$ cat src/rtl/serial_tdm_decoder.sv
// Serial TDM frame decoder: recovers CHANNELS slots of SLOT_BITS each from a
// framed serial stream in left-justified or I2S timing, and queues them as
// OUT_BITS words in a small FIFO with a valid/ready handshake.
module serial_tdm_decoder #(
    parameter int CHANNELS   = 8,
    parameter int SLOT_BITS  = 32,
    parameter int OUT_BITS   = 32,
    parameter int FIFO_DEPTH = 4
) (
    input  logic                                                sclk,
    input  logic                                                reset_n,
    input  logic                                                is_i2s,
    input  logic                                                fs_polarity,
    input  logic                                                fsync,
    input  logic                                                sdin,
    input  logic                                                o_ready,
    output logic                                                o_valid,
    output logic [((CHANNELS > 1) ? $clog2(CHANNELS) : 1)-1:0]  o_channel,
    output logic                                                o_last,
    output logic [OUT_BITS-1:0]                                 o_audio,
    output logic                                                is_error,
    output logic                                                overflow
);

    localparam int CH_W   = (CHANNELS > 1) ? $clog2(CHANNELS) : 1;
    localparam int BIT_W  = $clog2(SLOT_BITS);
    localparam int SLOT_W = $clog2(CHANNELS + 1);
    localparam int PTR_W  = $clog2(FIFO_DEPTH);
    localparam int CNT_W  = PTR_W + 1;
    localparam int E_W    = 1 + CH_W + OUT_BITS;

    typedef enum logic {ST_HUNT, ST_RECEIVE} state_t;

    // MSB-align a slot into the output width: zero-pad narrow slots,
    // truncate LSBs of wide slots.
    function automatic logic [OUT_BITS-1:0] align_word(input logic [SLOT_BITS-1:0] w);
        logic [SLOT_BITS+OUT_BITS-1:0] ext;
        ext = {w, {OUT_BITS{1'b0}}};
        return ext[SLOT_BITS+OUT_BITS-1 -: OUT_BITS];
    endfunction

    state_t                state_q, state_d;
    logic                  fs_prev_q, edge_dly_q;
    logic [BIT_W-1:0]      bit_q, bit_d;
    logic [SLOT_W-1:0]     slot_q, slot_d;
    logic                  err_q, err_d;
    logic [SLOT_BITS-2:0]  shift_q, shift_d;
    logic                  pend_vld_q, pend_vld_d;
    logic [E_W-1:0]        pend_q, pend_d;
    logic [E_W-1:0]        mem_q [FIFO_DEPTH];
    logic [PTR_W-1:0]      wr_ptr_q, wr_ptr_d, rd_ptr_q, rd_ptr_d;
    logic [CNT_W-1:0]      count_q, count_d;
    logic                  ovf_q, ovf_d;

    logic                  fs_now, frame_edge, frame_start;
    logic [SLOT_BITS-1:0]  word_now;
    logic                  push, pop, full;
    logic [E_W-1:0]        head;

    // Frame edge detection; I2S delays the frame start by one sample.
    always_comb begin
        fs_now      = fsync ^ fs_polarity;
        frame_edge  = fs_now & ~fs_prev_q;
        frame_start = is_i2s ? edge_dly_q : frame_edge;
        word_now    = {shift_q, sdin};
    end

    // Bit/slot counting, frame-length checking and slot capture.
    always_comb begin
        state_d    = state_q;
        bit_d      = bit_q;
        slot_d     = slot_q;
        err_d      = err_q;
        shift_d    = shift_q;
        pend_vld_d = 1'b0;
        pend_d     = pend_q;
        if (frame_start) begin
            // A frame ends correctly only when exactly CHANNELS slots arrived.
            if (state_q == ST_RECEIVE) begin
                if (slot_q == SLOT_W'(CHANNELS) && bit_q == '0) begin
                    err_d = 1'b0;
                end else begin
                    err_d = 1'b1;
                end
            end
            state_d = ST_RECEIVE;
            shift_d = word_now[SLOT_BITS-2:0];
            bit_d   = BIT_W'(1);
            slot_d  = '0;
        end else if (state_q == ST_RECEIVE) begin
            if (slot_q == SLOT_W'(CHANNELS)) begin
                // Frame ran past its length: drop bits until the next start.
                err_d   = 1'b1;
                state_d = ST_HUNT;
                bit_d   = '0;
                slot_d  = '0;
            end else begin
                shift_d = word_now[SLOT_BITS-2:0];
                if (bit_q == BIT_W'(SLOT_BITS - 1)) begin
                    pend_vld_d = 1'b1;
                    pend_d     = {(slot_q == SLOT_W'(CHANNELS - 1)), CH_W'(slot_q),
                                  align_word(word_now)};
                    bit_d      = '0;
                    slot_d     = slot_q + 1'b1;
                end else begin
                    bit_d = bit_q + 1'b1;
                end
            end
        end
    end

    // Output FIFO pointer/count update and overflow detection.
    always_comb begin
        full     = (count_q == CNT_W'(FIFO_DEPTH));
        pop      = o_valid & o_ready;
        push     = pend_vld_q & (~full | pop);
        ovf_d    = pend_vld_q & full & ~pop;
        wr_ptr_d = push ? wr_ptr_q + 1'b1 : wr_ptr_q;
        rd_ptr_d = pop ? rd_ptr_q + 1'b1 : rd_ptr_q;
        case ({push, pop})
            2'b10:   count_d = count_q + 1'b1;
            2'b01:   count_d = count_q - 1'b1;
            default: count_d = count_q;
        endcase
    end

    // Control state registers with asynchronous reset.
    always_ff @(posedge sclk or negedge reset_n) begin
        if (!reset_n) begin
            state_q    <= ST_HUNT;
            fs_prev_q  <= 1'b1;
            edge_dly_q <= 1'b0;
            bit_q      <= '0;
            slot_q     <= '0;
            err_q      <= 1'b0;
            pend_vld_q <= 1'b0;
            wr_ptr_q   <= '0;
            rd_ptr_q   <= '0;
            count_q    <= '0;
            ovf_q      <= 1'b0;
        end else begin
            state_q    <= state_d;
            fs_prev_q  <= fs_now;
            edge_dly_q <= frame_edge;
            bit_q      <= bit_d;
            slot_q     <= slot_d;
            err_q      <= err_d;
            pend_vld_q <= pend_vld_d;
            wr_ptr_q   <= wr_ptr_d;
            rd_ptr_q   <= rd_ptr_d;
            count_q    <= count_d;
            ovf_q      <= ovf_d;
        end
    end

    // Datapath registers: shift register, pending word and FIFO storage.
    always_ff @(posedge sclk) begin
        shift_q <= shift_d;
        pend_q  <= pend_d;
        if (push) begin
            mem_q[wr_ptr_q] <= pend_q;
        end
    end

    // Head-of-FIFO outputs, forced to zero whenever the FIFO is empty.
    always_comb begin
        head      = mem_q[rd_ptr_q];
        o_valid   = (count_q != '0);
        o_last    = o_valid & head[E_W-1];
        o_channel = o_valid ? head[OUT_BITS +: CH_W] : '0;
        o_audio   = o_valid ? head[OUT_BITS-1:0] : '0;
        is_error  = err_q;
        overflow  = ovf_q;
    end

endmodule
$ cat config.mk
export PLATFORM = sky130hd
export DESIGN_NAME = serial_tdm_decoder
export DESIGN_NICKNAME = d
export VERILOG_FILES = /design/src/rtl/serial_tdm_decoder.sv
export SDC_FILE = /design/constraint.sdc
export NUM_CORES = 1
export LEC_CHECK = 0
export BUFFER_PORTS_ARGS = -buffer_cell sky130_fd_sc_hd__buf_2
export CORE_ASPECT_RATIO = 1.4
export CORE_UTILIZATION = 60
export CTS_CLUSTER_DIAMETER = 60
export DETAILED_ROUTE_END_ITERATION = 6
export PLACE_DENSITY = 0.78
export SYNTH_ARGS = -nofsm -noshare
export SYNTH_HDL_FRONTEND = slang
export SYNTH_SLANG_ARGS = --single-unit
$ cat constraint.sdc
create_clock -name sclk -period 3.3 [get_ports sclk]
set_input_delay 0.66 -clock sclk [delete_from_list [all_inputs] [get_ports sclk]]
set_output_delay 0.66 -clock sclk [all_outputs]
set_load 0.02 [all_outputs]
==> impl_metrics.prom <==
# TYPE chip_impl_metric gauge
chip_impl_metric{name="global_route_wire_length_before_repair",unit="µm"} 22400
chip_impl_metric{name="p_leak",unit="nW"} 3.44
chip_impl_metric{name="post_drt_antenna_nets",unit=""} 0
chip_impl_metric{name="antenna_found_initial",unit=""} 0
chip_impl_metric{name="post_route_wl",unit="µm"} 14300
chip_impl_metric{name="avgViaCountPerCell",unit=""} 5.76
chip_impl_metric{name="place.gp.congestion",unit=""} 0.757
chip_impl_info{name="slowest_stage",value="or3_1"} 1
chip_impl_metric{name="fp.dieArea",unit="µm²"} 15000
chip_impl_metric{name="final_min_period_over_clock_period",unit=""} 0.920
chip_impl_metric{name="final_nets",unit=""} 507
chip_impl_info{name="rsz_0062_raised_after_global_routing",value="no"} 1
chip_impl_metric{name="final_worst_path_period_need",unit="ns"} 3.03
chip_impl_metric{name="fin_skew",unit="ns"} 0.0165
chip_impl_metric{name="fin_area",unit="µm²"} 9850
chip_impl_metric{name="report.final.slew_viol_count",unit=""} 0
chip_impl_metric{name="cts_htree_levels",unit=""} 1
chip_impl_metric{name="yosysSeqAreaShare",unit=""} 0.789
chip_impl_metric{name="antennaDiodeCount",unit=""} 0
chip_impl_metric{name="synth_seq_cells",unit=""} 233
chip_impl_info{name="cp_top_family",value="simple AND/OR/NAND/NOR gates"} 1
chip_impl_metric{name="clk_transition_reported_paths",unit="ns"} 0.07
chip_impl_metric{name="io-pin-count",unit=""} 46
chip_impl_metric{name="max_slew_margin",unit=""} 0.383
chip_impl_metric{name="grt_max_degree",unit=""} 37
chip_impl_metric{name="rrSetupSlack",unit="ns"} 0.68
chip_impl_metric{name="first_pass_iteration_count_of_the_detailed_router",unit=""} 4
chip_impl_metric{name="cts_num_sinks",unit=""} 233
chip_impl_metric{name="chipWidth",unit="µm"} 104
chip_impl_info{name="crit_path_cells",value="or3_1, buf_4, and2_1, buf_2"} 1
chip_impl_metric{name="cts-hold-fix-buffers",unit=""} 0
chip_impl_metric{name="first_iter_violations",unit=""} 220
chip_impl_metric{name="vdd.ir_drop.worst",unit="µV"} 480
chip_impl_info{name="worst_setup_sp_type",value="register"} 1
chip_impl_metric{name="worst-endpoint-arrival",unit="ns"} 2.37
chip_impl_metric{name="timing.final.hold_violations",unit=""} 0
chip_impl_metric{name="power_density_cells",unit="nW/µm²"} 770
chip_impl_metric{name="fill_cells",unit=""} 872
chip_impl_metric{name="numPlacedInstances",unit=""} 653
chip_impl_metric{name="postPlaceCellArea",unit="µm²"} 9210
chip_impl_metric{name="buffer_ports.inserted",unit=""} 45
chip_impl_metric{name="grt_util_all_layers",unit=""} 0.201
chip_impl_metric{name="fmax",unit="GHz"} 0.330
chip_impl_metric{name="post_synth_num_cell_types",unit=""} 42
chip_impl_metric{name="synth.yosys.warnings",unit=""} 0
chip_impl_metric{name="cts_buffers",unit=""} 20
chip_impl_metric{name="max_slew.worst_pin.slew",unit="ns"} 0.925
chip_impl_metric{name="syn_nets",unit=""} 444
chip_impl_metric{name="finalSetupViolations",unit=""} 0
chip_impl_info{name="run_status",value="complete, no violations"} 1
chip_impl_metric{name="clk_path_buf_depth",unit=""} 3
chip_impl_info{name="tritoncts",value="done"} 1
chip_impl_metric{name="routedWlPerCell",unit="µm"} 20.8
chip_impl_metric{name="post-cts-setup-buffer-count",unit=""} 0
chip_impl_metric{name="post_cts_resize_count",unit=""} 0
chip_impl_metric{name="place_hpwl",unit="µm"} 7870
chip_impl_metric{name="max_stage_delay",unit="ns"} 0.79
chip_impl_metric{name="worst_skew_pair.late_latency",unit="ns"} 0.50
chip_impl_metric{name="synthToLayoutAreaGrowth",unit="%"} 12.8
chip_impl_metric{name="coreArea",unit="µm²"} 14000
chip_impl_metric{name="die_height",unit="µm"} 145
chip_impl_metric{name="stdcell_count",unit=""} 689
chip_impl_metric{name="postSynthAreaPerCell",unit="µm²"} 20.5
chip_impl_metric{name="effective_utilization_at_floorplan",unit=""} 0.622
chip_impl_metric{name="syn_inst",unit=""} 427
chip_impl_info{name="criticalPathCategory",value="reg2out"} 1
chip_impl_metric{name="cp.required",unit="ns"} 2.64
chip_impl_metric{name="vias",unit=""} 3967
chip_impl_metric{name="drc",unit=""} 0
chip_impl_metric{name="grt.overflow.total",unit=""} 0
chip_impl_info{name="worst_setup_path_end_kind",value="output pin"} 1
chip_impl_metric{name="crit_path_max_fanout",unit=""} 26
chip_impl_metric{name="timing.critical_path.buf_inv",unit=""} 2
chip_impl_metric{name="synth.cell_area",unit="µm²"} 8730
chip_impl_metric{name="totalNegativeSetupSlack",unit="ns"} 0
chip_impl_metric{name="layout-drive-gt1-share",unit=""} 0.266
chip_impl_metric{name="max_cap_violations",unit=""} 0
chip_impl_metric{name="grt_pass1_vias",unit=""} 4146
chip_impl_info{name="root_buffer",value="clkbuf_16"} 1
chip_impl_metric{name="rows",unit=""} 51
chip_impl_info{name="min-delay-path-class",value="in2async"} 1
cell usage in the layout, fill, tap and decap left out, types with 2 or more instances in the layout:
| cell type | synthesis | routed |
|---|---|---|
| xnor2_1 | 4 | 4 |
| buf_2 | 9 | 45 |
| nand2b_1 | 3 | 3 |
| o211ai_1 | 3 | 3 |
| clkbuf_16 | 0 | 21 |
| mux4_2 | 36 | 36 |
| o31ai_1 | 2 | 2 |
| nand2_1 | 7 | 7 |
| clkbuf_8 | 0 | 5 |
| a211oi_1 | 2 | 2 |
| inv_1 | 12 | 12 |
| xor2_1 | 3 | 3 |
| mux2i_1 | 2 | 2 |
| clkinv_2 | 0 | 3 |
| and3_1 | 6 | 6 |
| buf_4 | 0 | 12 |
| edfxtp_1 | 211 | 211 |
| a21oi_1 | 6 | 6 |
| o21ai_0 | 2 | 2 |
| nor3_1 | 7 | 7 |
| ha_1 | 9 | 9 |
| clkbuf_1 | 5 | 5 |
| and2_1 | 38 | 38 |
| nand3_1 | 7 | 7 |
| nand3b_1 | 2 | 2 |
| nor2_1 | 9 | 8 |
| dfrtp_1 | 21 | 20 |
stage by stage:
step	hold slack [ns]	util	setup WS, ns	total power [mW]
global placement	0.402	0.656	0.746	5.36
CTS	0.140	0.702	0.214	7.66
floorplan	0.364	-	0.149	4.86
detailed placement	0.405	0.656	0.699	5.39
global route	0.172	0.702	0.135	7.90
finish	0.137	0.702	0.265	7.59
power breakdown:
group	leakage, nW	switching, mW	internal (mW)
registers	2.22	0.142	3.28
logic	0.901	1.01	0.882
clock network	0.318	0.985	1.28
total	3.44	2.14	5.45
cell families after synthesis:
group / Yosys count / synth area share
mux: 39 / 0.0964
xor+xnor: 7 / 0.00702
fa+ha+maj: 10 / 0.0152
flops: 233 / 0.789
compound gates: 21 / 0.0158
buf+inv: 29 / 0.0163
simple gates: 88 / 0.0606
routing by layer:
metal  global-route usage  share of wire
met5                    0              0
met4               0.0782          0.021
met3               0.0300          0.042
met2                0.361           0.53
met1                0.248           0.40
final cells by class:
class / instances / area, µm² / area share
flip-flops and latches: 233 / 6890 / 0.699
multi-input cells: 165 / 1710 / 0.174
clock buffers: 31 / 613 / 0.0622
repair buffers: 58 / 335 / 0.0340
well taps: 185 / 231 / 0.0235
inverters: 12 / 45.0 / 0.00457
clock inverters: 5 / 27.5 / 0.00279
Yosys cell counts:
library cell	number	area (µm²)
edfxtp_1	211	6340
and2_1	38	238
mux4_2	36	811
dfrtp_1	21	526
inv_1	12	45.0
buf_2	9	45.0
ha_1	9	113
nor2_1	9	33.8
nand2_1	7	26.3
nand3_1	7	35.0
nor3_1	7	35.0
a21oi_1	6	30.0
and3_1	6	37.5
clkbuf_1	5	18.8
xnor2_1	4	35.0
buf_6	3	33.8
nand2b_1	3	18.8
o211ai_1	3	22.5
xor2_1	3	26.3
a211oi_1	2	15.0
mux2i_1	2	20.0
nand3b_1	2	15.0
o21ai_0	2	10.0
o31ai_1	2	15.0
a21oi_2	1	8.76
a22oi_1	1	7.51
a31oi_1	1	6.26
and3b_1	1	8.76
and3b_2	1	10.0
dfstp_2	1	26.3
fa_1	1	20.0
mux2_2	1	11.3
nand2_4	1	11.3
nand3b_4	1	20.0
nand4_1	1	6.26
nor3b_1	1	7.51
o21a_1	1	7.51
o22ai_1	1	6.26
o311ai_0	1	8.76
or2_2	1	6.26
or3_1	1	6.26
or4b_4	1	13.8
worst paths after layout:
path	startpoint	endpoint	cells after the start
setup reg to reg	count_q[1]	count_q[1]	6
hold / removal	reset_n	state_q	1
max in group asynchronous	reset_n	rd_ptr_q[0]	1
hold reg to reg	shift_q[30]	pend_q[31]	0
setup / recovery	count_q[1]	o_audio[17]	4
min in group sclk	sdin	shift_q[0]	1
sequential cells by signal (all words and copies together) (netlist names):
signal	count
mem_q	144
pend_q	36
shift_q	31
bit_q	5
slot_q	4
count_q	3
rd_ptr_q	2
wr_ptr_q	2
edge_dly_q	1
fs_prev_q	1
is_error	1
overflow	1
pend_vld_q	1
state_q	1
Power figures use the tool's default switching activity.
